[src/rtl/lsu_mem_ctrl.sv]
// Load/store initiator between the core datapath and the DMEM word port.
// Latency: the response arrives 1+N cycles after accept; N is the number of DMEM cycles (0 for an error, 1 aligned, 2 spanning load, n bytes for a misaligned store).
// Backpressure: one request is in flight at a time; req_ready is high only in IDLE, and rsp_valid is a single-cycle pulse that is never stalled.

`ifndef LOAD_SEL_W
`define LOAD_SEL_W 3'b010
`endif
`ifndef STORE_SEL_B
`define STORE_SEL_B 2'b00
`endif
`ifndef STORE_SEL_H
`define STORE_SEL_H 2'b01
`endif
`ifndef STORE_SEL_W
`define STORE_SEL_W 2'b10
`endif
`ifndef MEM_WRITE
`define MEM_WRITE 1'b1
`endif

module lsu_mem_ctrl #(
  parameter bit ALLOW_MISALIGN = 1'b1
) (
  input  logic        clk,
  input  logic        rst,
  input  logic        req_valid,
  output logic        req_ready,
  input  logic        req_we,
  input  logic [1:0]  req_size,
  input  logic        req_unsigned,
  input  logic [31:0] req_addr,
  input  logic [31:0] req_wdata,
  output logic        rsp_valid,
  output logic [31:0] rsp_rdata,
  output logic        rsp_err,
  output logic [31:0] mem_addr,
  output logic [31:0] mem_wdata,
  output logic [2:0]  mem_load_sel,
  output logic [1:0]  mem_store_sel,
  output logic        mem_wr_en,
  input  logic [31:0] mem_rdata
);

  typedef enum logic [2:0] {
    S_IDLE,
    S_RD0,
    S_RD1,
    S_ST,
    S_STB,
    S_RESP
  } state_t;

  state_t      state, state_nxt;

  logic        we_q, uns_q, err_q, span_q;
  logic [1:0]  size_q, k_q, last_k;
  logic [31:0] addr_q, wdata_q, w0_q, w1_q;

  logic [1:0]  req_off;
  logic [2:0]  req_n;
  logic        req_illegal, req_mis, req_span, req_reject;
  logic        accept;

  logic [31:0] ldata, lext;
  logic [7:0]  wbyte;

  // Request decode: byte count, alignment, and whether the access crosses a word.
  assign req_off     = req_addr[1:0];
  assign req_n       = (req_size == 2'b00) ? 3'd1 : (req_size == 2'b01) ? 3'd2 : 3'd4;
  assign req_illegal = (req_size == 2'b11);
  assign req_mis     = ((req_size == 2'b01) && req_off[0]) ||
                       ((req_size == 2'b10) && (req_off != 2'b00));
  assign req_span    = (({1'b0, req_off} + req_n) > 3'd4);
  assign req_reject  = req_illegal || (req_mis && !ALLOW_MISALIGN);
  assign accept      = req_valid && (state == S_IDLE);

  // Index of the final byte in a byte-split store.
  assign last_k = (size_q == 2'b00) ? 2'd0 : (size_q == 2'b01) ? 2'd1 : 2'd3;

  // Load lane extraction across the two captured words, followed by sign or zero extension.
  assign ldata = 32'({w1_q, w0_q} >> {addr_q[1:0], 3'b000});
  assign wbyte = 8'(wdata_q >> {k_q, 3'b000});

  // Extend the extracted load data to 32 bits according to the access size.
  always_comb begin
    lext = ldata;
    case (size_q)
      2'b00:   lext = {{24{~uns_q & ldata[7]}}, ldata[7:0]};
      2'b01:   lext = {{16{~uns_q & ldata[15]}}, ldata[15:0]};
      default: lext = ldata;
    endcase
  end

  assign mem_load_sel = `LOAD_SEL_W;

  // State register and per-request context. Reset aborts any access in progress immediately.
  always_ff @(posedge clk or posedge rst) begin
    if (rst) begin
      state   <= S_IDLE;
      we_q    <= 1'b0;
      uns_q   <= 1'b0;
      err_q   <= 1'b0;
      span_q  <= 1'b0;
      size_q  <= 2'b10;
      k_q     <= 2'd0;
      addr_q  <= 32'd0;
      wdata_q <= 32'd0;
      w0_q    <= 32'd0;
      w1_q    <= 32'd0;
    end else begin
      state <= state_nxt;
      if (accept) begin
        we_q    <= req_we;
        uns_q   <= req_unsigned;
        err_q   <= req_reject;
        span_q  <= req_span;
        size_q  <= req_size;
        addr_q  <= req_addr;
        wdata_q <= req_wdata;
        k_q     <= 2'd0;
      end
      if (state == S_RD0) w0_q <= mem_rdata;
      if (state == S_RD1) w1_q <= mem_rdata;
      if (state == S_STB) k_q <= k_q + 2'd1;
    end
  end

  // Next-state logic and all state-dependent outputs; DMEM is driven only in the read and store states.
  always_comb begin
    state_nxt     = state;
    req_ready     = 1'b0;
    rsp_valid     = 1'b0;
    rsp_err       = 1'b0;
    rsp_rdata     = 32'd0;
    mem_addr      = 32'd0;
    mem_wdata     = 32'd0;
    mem_store_sel = `STORE_SEL_W;
    mem_wr_en     = 1'b0;
    case (state)
      S_IDLE: begin
        req_ready = 1'b1;
        if (req_valid) begin
          if (req_reject)   state_nxt = S_RESP;
          else if (!req_we) state_nxt = S_RD0;
          else if (req_mis) state_nxt = S_STB;
          else              state_nxt = S_ST;
        end
      end
      S_RD0: begin
        mem_addr  = {addr_q[31:2], 2'b00};
        state_nxt = span_q ? S_RD1 : S_RESP;
      end
      S_RD1: begin
        mem_addr  = {addr_q[31:2] + 30'd1, 2'b00};
        state_nxt = S_RESP;
      end
      S_ST: begin
        mem_addr      = addr_q;
        mem_wdata     = wdata_q;
        mem_wr_en     = `MEM_WRITE;
        mem_store_sel = (size_q == 2'b00) ? `STORE_SEL_B :
                        (size_q == 2'b01) ? `STORE_SEL_H : `STORE_SEL_W;
        state_nxt     = S_RESP;
      end
      S_STB: begin
        mem_addr      = addr_q + {30'd0, k_q};
        mem_wdata     = {24'd0, wbyte};
        mem_wr_en     = `MEM_WRITE;
        mem_store_sel = `STORE_SEL_B;
        state_nxt     = (k_q == last_k) ? S_RESP : S_STB;
      end
      S_RESP: begin
        rsp_valid = 1'b1;
        rsp_err   = err_q;
        rsp_rdata = (we_q || err_q) ? 32'd0 : lext;
        state_nxt = S_IDLE;
      end
      default: state_nxt = S_IDLE;
    endcase
  end

endmodule

[config.mk]
export PLATFORM = sky130hd
export DESIGN_NAME = lsu_mem_ctrl
export DESIGN_NICKNAME = d
export VERILOG_FILES = /design/src/rtl/lsu_mem_ctrl.sv
export SDC_FILE = /design/constraint.sdc
export NUM_CORES = 1
export LEC_CHECK = 0
export CAP_MARGIN = 20
export CORE_UTILIZATION = 28
export DETAILED_ROUTE_END_ITERATION = 8
export SYNTH_ARGS = -nofsm -noshare
export SYNTH_HDL_FRONTEND = slang
export SYNTH_SLANG_ARGS = --single-unit
[constraint.sdc]
create_clock -name clk -period 4.08 [get_ports clk]
set_input_delay 0.816 -clock clk [delete_from_list [all_inputs] [get_ports clk]]
set_output_delay 0.816 -clock clk [all_outputs]
set_load 0.05 [all_outputs]
* Yosys cells after proc, flatten, opt, wreduce, memory -nomap -nowiden
Cells that the tools add are included.
Word-level totals: bits in registers 139, bits in latches 0, memory bits (writable) 0, ROM bits 0, logic and storage cells 69, memories kept 0
Cells by class: add/sub/neg operators 4, $mul 0, div/mod/pow operators 0, magnitude comparators 1, equality and inequality tests 11, shifts and indexed selects 2, multiplexer cells 25, bitwise logic cells 3, reduce and logical (&&, ||, !) cells 12
Operators with widths (count):
- $pmux W32 S2 | 2
- $pmux W32 S4 | 1
- $mux W32 | 2
- $shr A64 B5 Y32 | 1
- $add A32 B2 Y32 | 1
- $shr A32 B5 Y8 | 1
- $add A30 B1 Y30 const B | 1
- $mux W3 | 7
- $mux W2 | 6
- $pmux W3 S4 | 1
- $eq A3 B2 Y1 const B | 2
- $eq A3 B3 Y1 const B | 2
- $mux W1 | 5
- $eq A2 B1 Y1 const B | 2
- $eq A2 B2 Y1 const B | 2
- $logic_not A2 Y1 | 2
- $pmux W2 S2 | 1
- $reduce_bool A2 Y1 | 2
- $reduce_or A2 Y1 | 2
- $add A2 B3 Y3 | 1
- $eq A3 B1 Y1 const B | 1
- $gt A3 B3 Y1 const B | 1
- $logic_and A1 B1 Y1 | 3
- $logic_not A3 Y1 | 1
- 6 further kinds | 8

* Depth between registers and ports, before layout
Gate-level depths: netlist of run 1.
word-level depth 8, depth in mapped cells 8, gate-level depth less buffers 7

* Least setup slack after synthesis of run 1
Ideal clock, no wire load.
path type register to output, start reg addr_q[2], end out mem_addr[14], arrival 3.086 ns, path slack 0.178 ns, cell stages (with the launch flop) 8, cell sequence dfrtp_1 > ha_1 > and3_1 > buf_2 > nand3_1 > or2_2 > a21oi_1 > o311ai_0
Between the ends: cells in the longest elaborated chain, start to end 2, elaborated cells between the ends (all ways) 3, classes of those cells add/sub (2); mux (1)
RTL lines:
- from (decl) | line 57 | logic [31:0] addr_q, wdata_q, w0_q, w1_q;
- from (signal assigned) | line 118 | addr_q <= req_addr;
- $add A32 B2 Y32 / $add A30 B1 Y30 (equally long branches) | line 166, 154
- $pmux W32 S4 (*) | line 139 | case (state)
- to (decl) | line 36 | output logic [31:0] mem_addr,
Mark *: on every way between the ends. The rest lies on a longest branch, timed or not.

* Worst setup path in the final report of run 1
start reg state[1], end out mem_wdata[3]
Between the ends: cells in the longest elaborated chain, start to end 2, elaborated cells between the ends (all ways) 3, classes of those cells eq/ne (2); mux (1)
RTL lines:
- from (decl) | line 53 | state_t state, state_nxt;
- from (signal assigned) | line 111 | state <= state_nxt;
- $eq A3 B3 Y1 / $eq A3 B2 Y1 (equally long branches) | line 139
- $pmux W32 S2 (*) | line 139
- to (decl) | line 37 | output logic [31:0] mem_wdata,
Marks and branches as above.

==> results.md, run 1 <==
Clock tree:
- The register clock-pin slew on the reported worst setup and hold paths is 0.06 ns.
- The later pin in the worst-skew pair is clocked with a latency of 0.43 ns.
- Once the clock tree was built, the setup fixing pass inserted 0 buffers.
- The number of clock buffers added by TritonCTS is 17.
- The number of gates resized after CTS was 0.
- The clock passes through at most 2 buffers.
- The tree built by TritonCTS fans out to 131 sinks.
- The clock tree from TritonCTS is done.
- CTS placed an instance of clkbuf_16 at the clock tree root.
- The count of hold-fix buffers inserted at cts is 0.
- The number of H-tree levels is 4.

Power and ir drop:
- The worst supply voltage drop on vdd is 0.0003062 V.
- The share of total power dissipated in sequential elements is 26.2%.
- The net switching component of the power is 4778 µW.
- Combinational logic is responsible for 58.3% of the overall power.
- The cell internal power dissipation is 5453 µW.
- The total leakage power is 0.005120 µW.
- The ratio of total power to cell area is 853.2 nW/µm².
- Net switching is 46.70% of the power.
- In this run, the clock network consumes 15.5% of the power.

Synth:
- The async set-or-reset flop fraction in the synthesized netlist is 100.0%.
- The count of synthesis-stage warnings from yosys is 0.
- The most common flop cell mapped by yosys is dfrtp_1.
- The summed instance area of the synthesized netlist is 8464 µm².
- The cell count after synthesis came out at 959.
- The flip-flop and latch count after synthesis is 131.
- The average instance area after synthesis is 8.826 µm².
- The synthesized netlist contains 76 unique library cells.
- Summing the sequential cell areas from Yosys gives 38.74% of the chip area.
- The synthesized design contains 0 enable-type register cells.

Critical path:
- The end of the worst register-to-register path is wdata_q[11].
- The arrival time at the worst endpoint is 3.00 ns.
- In this run the critical register-to-register path is launched from state[0].
- Setup slack on the worst reg-to-reg path comes out at 1.51 ns.
- By startpoint and endpoint, the worst setup path is classified as flip-flop to primary output.
- Of all nets on the critical path, the largest fanout is 14.
- The kind of start point of the critical path is a flip-flop.
- The worst setup path is captured at a primary output.
- The count of cells along the worst register-to-register path is 7.
- For the worst setup path, the data required time is 3.26 ns.

Worst hold path:
- The worst hold path passes through 2 cells.
- The launch instance of the worst min-delay path is we_q.
- The endpoint of the worst hold-timing path is we_q.
- The path class of the tightest hold or removal check is flip-flop to flip-flop.

Status:
- The flow ran to the end, and the final reports show no timing, DRC or antenna violations.

STA:
- The setup clock skew after layout is 0.01341 ns.
- Setup repair after global routing left no endpoint under its margin.
- The number of setup violations in the final report is 0.
- The transition at the pin with the smallest max-transition slack is 1.046 ns.
- The worst-case hold slack is 0.4793 ns.
- The final max-slew violation count is 0.
- Counting I/O delays and the setup requirement, the final critical path takes 3.817 ns.
- The post-route clock period utilization is 93.54%.
- The final setup TNS is 0 ns.
- The hold violation total from the final report is 0.
- Measured against its own limit, the worst slew margin works out to 30.03%.
- Based on the critical path, the design can be clocked at up to 262.0 MHz.

Global routing:
- The number of antenna violations at the first check in global routing is 3.
- The overall track demand over capacity in global routing is 19.06%.
- Entering global routing, the biggest net connects 54 pins.
- The number of global-route vias before repair came to 7943.
- The global-route wire length before repair is 45610 µm.
- Summed over all layers, the global routing overflow is 0.

Final layout:
- The final non-filler cell total is 1533.
- The filler cells instantiated in the layout total 2930.
- The number of nets in the final layout is 1237.
- The area added between synthesis and finish is 41.65%.
- The post-route netlist has 19.19% of its cells at a drive strength greater than 1.

Detailed routing:
- The number of antenna-violating nets in the routed design is 0.
- In the routed layout, each cell is associated on average with a via count of 5.174.
- In the routed design, unresolved DRC markers number 0.
- The mean routed wirelength per cell is 18.96 µm.
- The total via count in the routed design is 7932.
- The violation count after the first detailed-routing iteration is 563.
- The pre-antenna-repair detailed-routing pass consisted of 5 iterations.
- After detailed routing, the total wire length is 29070 µm.

Floorplan:
- The area of the core is 29720 µm².
- Once the floorplan was initialized, standard cells occupied 28.48% of the core.
- The width of the die is 175.9 µm.
- The number of placement rows is 63.
- Measured along the y axis, the die boundary spans 175.9 µm.
- The floorplan step defined a die boundary enclosing 30930 µm².
- The top-level port count is 208.

Placed design:
- The post-DP HPWL is 20910 µm.
- The number of cells after detailed placement is 1499.
- Routability-driven placement finished with a final weighted congestion of 0.9209.
- In this run the tool buffered the top-level ports with 204 buffer cells.

Job:
- The max-capacitance violation count is 0.
[cell families (layout without fill, tap and decap cells)]
group,count (synthesis),after routing,synth area share [%]
mux,80,80,15.74
flops,131,131,38.74
compound gates,146,146,11.20
simple gates,488,488,26.76
buf+inv,94,275,5.159
xor+xnor,12,12,1.242
fa+ha+maj,6,6,1.064
other cells,2,5,0.08872
[layout make-up]
class	count	area (µm²)	share of cell area [%]
diodes	2	5.005	0.04174
clock buffers	18	429.2	3.579
clock inverters	14	167.7	1.398
inverters	15	60.06	0.5009
multi-input cells	735	4766	39.75
flip-flops and latches	131	3282	27.37
well taps	390	488.0	4.070
repair buffers	228	2793	23.29
[cells in the mapped netlist (all sizes together) (4+ instances only)]
| cell | count | area, µm² |
|---|---|---|
| o311ai | 4 | 35.04 |
| nor4 | 11 | 96.34 |
| a21oi | 45 | 225.2 |
| dfrtp | 130 | 3253 |
| clkbuf | 41 | 155.1 |
| and4 | 5 | 46.29 |
| nand2b | 6 | 37.54 |
| nand4 | 12 | 111.4 |
| nor3b | 4 | 41.29 |
| and2 | 7 | 43.80 |
| mux2 | 35 | 394.1 |
| nand3 | 26 | 147.7 |
| nor3 | 9 | 50.05 |
| buf | 38 | 225.2 |
| inv | 15 | 56.30 |
| a21o | 4 | 30.03 |
| or4 | 7 | 52.55 |
| a31oi | 4 | 25.02 |
| a22o | 11 | 96.34 |
| a32oi | 5 | 43.79 |
| mux2i | 6 | 60.06 |
| nand2 | 323 | 1212 |
| o21ai | 35 | 175.2 |
| ha | 4 | 50.05 |
| mux4 | 39 | 878.3 |
| nor2 | 31 | 118.9 |
| xnor2 | 9 | 78.83 |
| o211ai | 6 | 45.04 |
| and3 | 37 | 234.0 |
| o32ai | 5 | 43.79 |
| a211oi | 4 | 30.03 |
[cell usage in the layout, fill, tap and decap left out, types with 3 or more instances in the layout]
cell               n
nand2b_1           6
nand2_1          322
inv_1             14
buf_4             36
mux2i_1            6
nor3_1             8
a21o_1             4
ha_1               4
and4_1             4
inv_6              5
dfrtp_1          128
a211oi_1           4
xor2_1             3
or4_1              7
nor4_1             8
o21ai_0           32
xnor2_1            9
conb_1             3
mux2_1             9
and2_1             5
mux4_2            39
a32oi_1            5
o21ai_1            3
nor2_1            29
clkinvlp_4         3
and3_1            35
clkdlybuf4s50_1  132
o311ai_0           3
clkbuf_16         17
nand4_1            9
o32ai_1            5
o211ai_1           6
clkinv_4           3
a31oi_1            4
buf_12            60
a22o_1            11
a21oi_1           45
nand3_1           24
mux2_2            26
[worst max path at each step]
stage,start,end,slack [ns],cells after the start
floorplan,addr_q[2],mem_addr[14],0.18,7
global placement,k_q[0],mem_addr[18],0.77,6
detailed placement,state[1],mem_wdata[3],0.75,5
CTS,state[1],mem_wdata[3],0.28,5
global route,state[1],mem_wdata[3],0.12,5
finish,state[1],mem_wdata[3],0.26,5
[power groups by stage]
stage	clock (µW)	sequential [µW]	combinational, µW
2_1_floorplan	0	2350	3930
3_3_place_gp	0	2650	5930
3_5_place_dp	0	2680	5970
4_1_cts	1630	2670	6000
5_1_grt	1690	2790	6360
6_report	1590	2680	5960
[metal layers]
| layer | track usage, % | routed length (µm) |
|---|---|---|
| met1 | 24.59 | 12390 |
| met2 | 31.01 | 13980 |
| met3 | 4.307 | 1904 |
| met4 | 7.138 | 798 |
| met5 | 0 | 0 |
[state kept, by name (all words and copies together) (netlist names)]
register  count
we_q          1
uns_q         1
err_q         1
k_q           2
wdata_q      32
span_q        1
w0_q         32
size_q        2
addr_q       32
w1_q         24
state         3
[critical path, cell delays in order (launching register included)]
cell	delay, ns
dfrtp_1	0.55
buf_4	0.27
nand2b_1	0.33
nor2_1	0.91
a22o_1	0.35
buf_12	0.16
[through the flow]
| step | power, µW | setup WS, ns | utilization [%] | instance area [µm²] |
|---|---|---|---|---|
| after global routing | 10830 | 0.1172 | 40.35 | 11990 |
| after global placement | 8575 | 0.7686 | 38.32 | 11390 |
| after detailed placement | 8657 | 0.7530 | 38.32 | 11390 |
| final | 10230 | 0.2634 | 40.35 | 11990 |
| after CTS | 10300 | 0.2848 | 40.33 | 11990 |
| after floorplan | 6278 | 0.1778 | - | 8472 |
No activity file was read; power rests on OpenSTA's default activity.
==> inputs of run 2 (changes only) <==
--- a/config.mk
+++ b/config.mk
@@ -8,6 +8,7 @@
 export CAP_MARGIN = 20
 export CORE_UTILIZATION = 28
 export DETAILED_ROUTE_END_ITERATION = 8
+export SETUP_SLACK_MARGIN = 0.05
 export SYNTH_ARGS = -nofsm -noshare
 export SYNTH_HDL_FRONTEND = slang
 export SYNTH_SLANG_ARGS = --single-unit
==> results of run 2 <==
Final layout, timing and power as in run 1 (identical DEF).
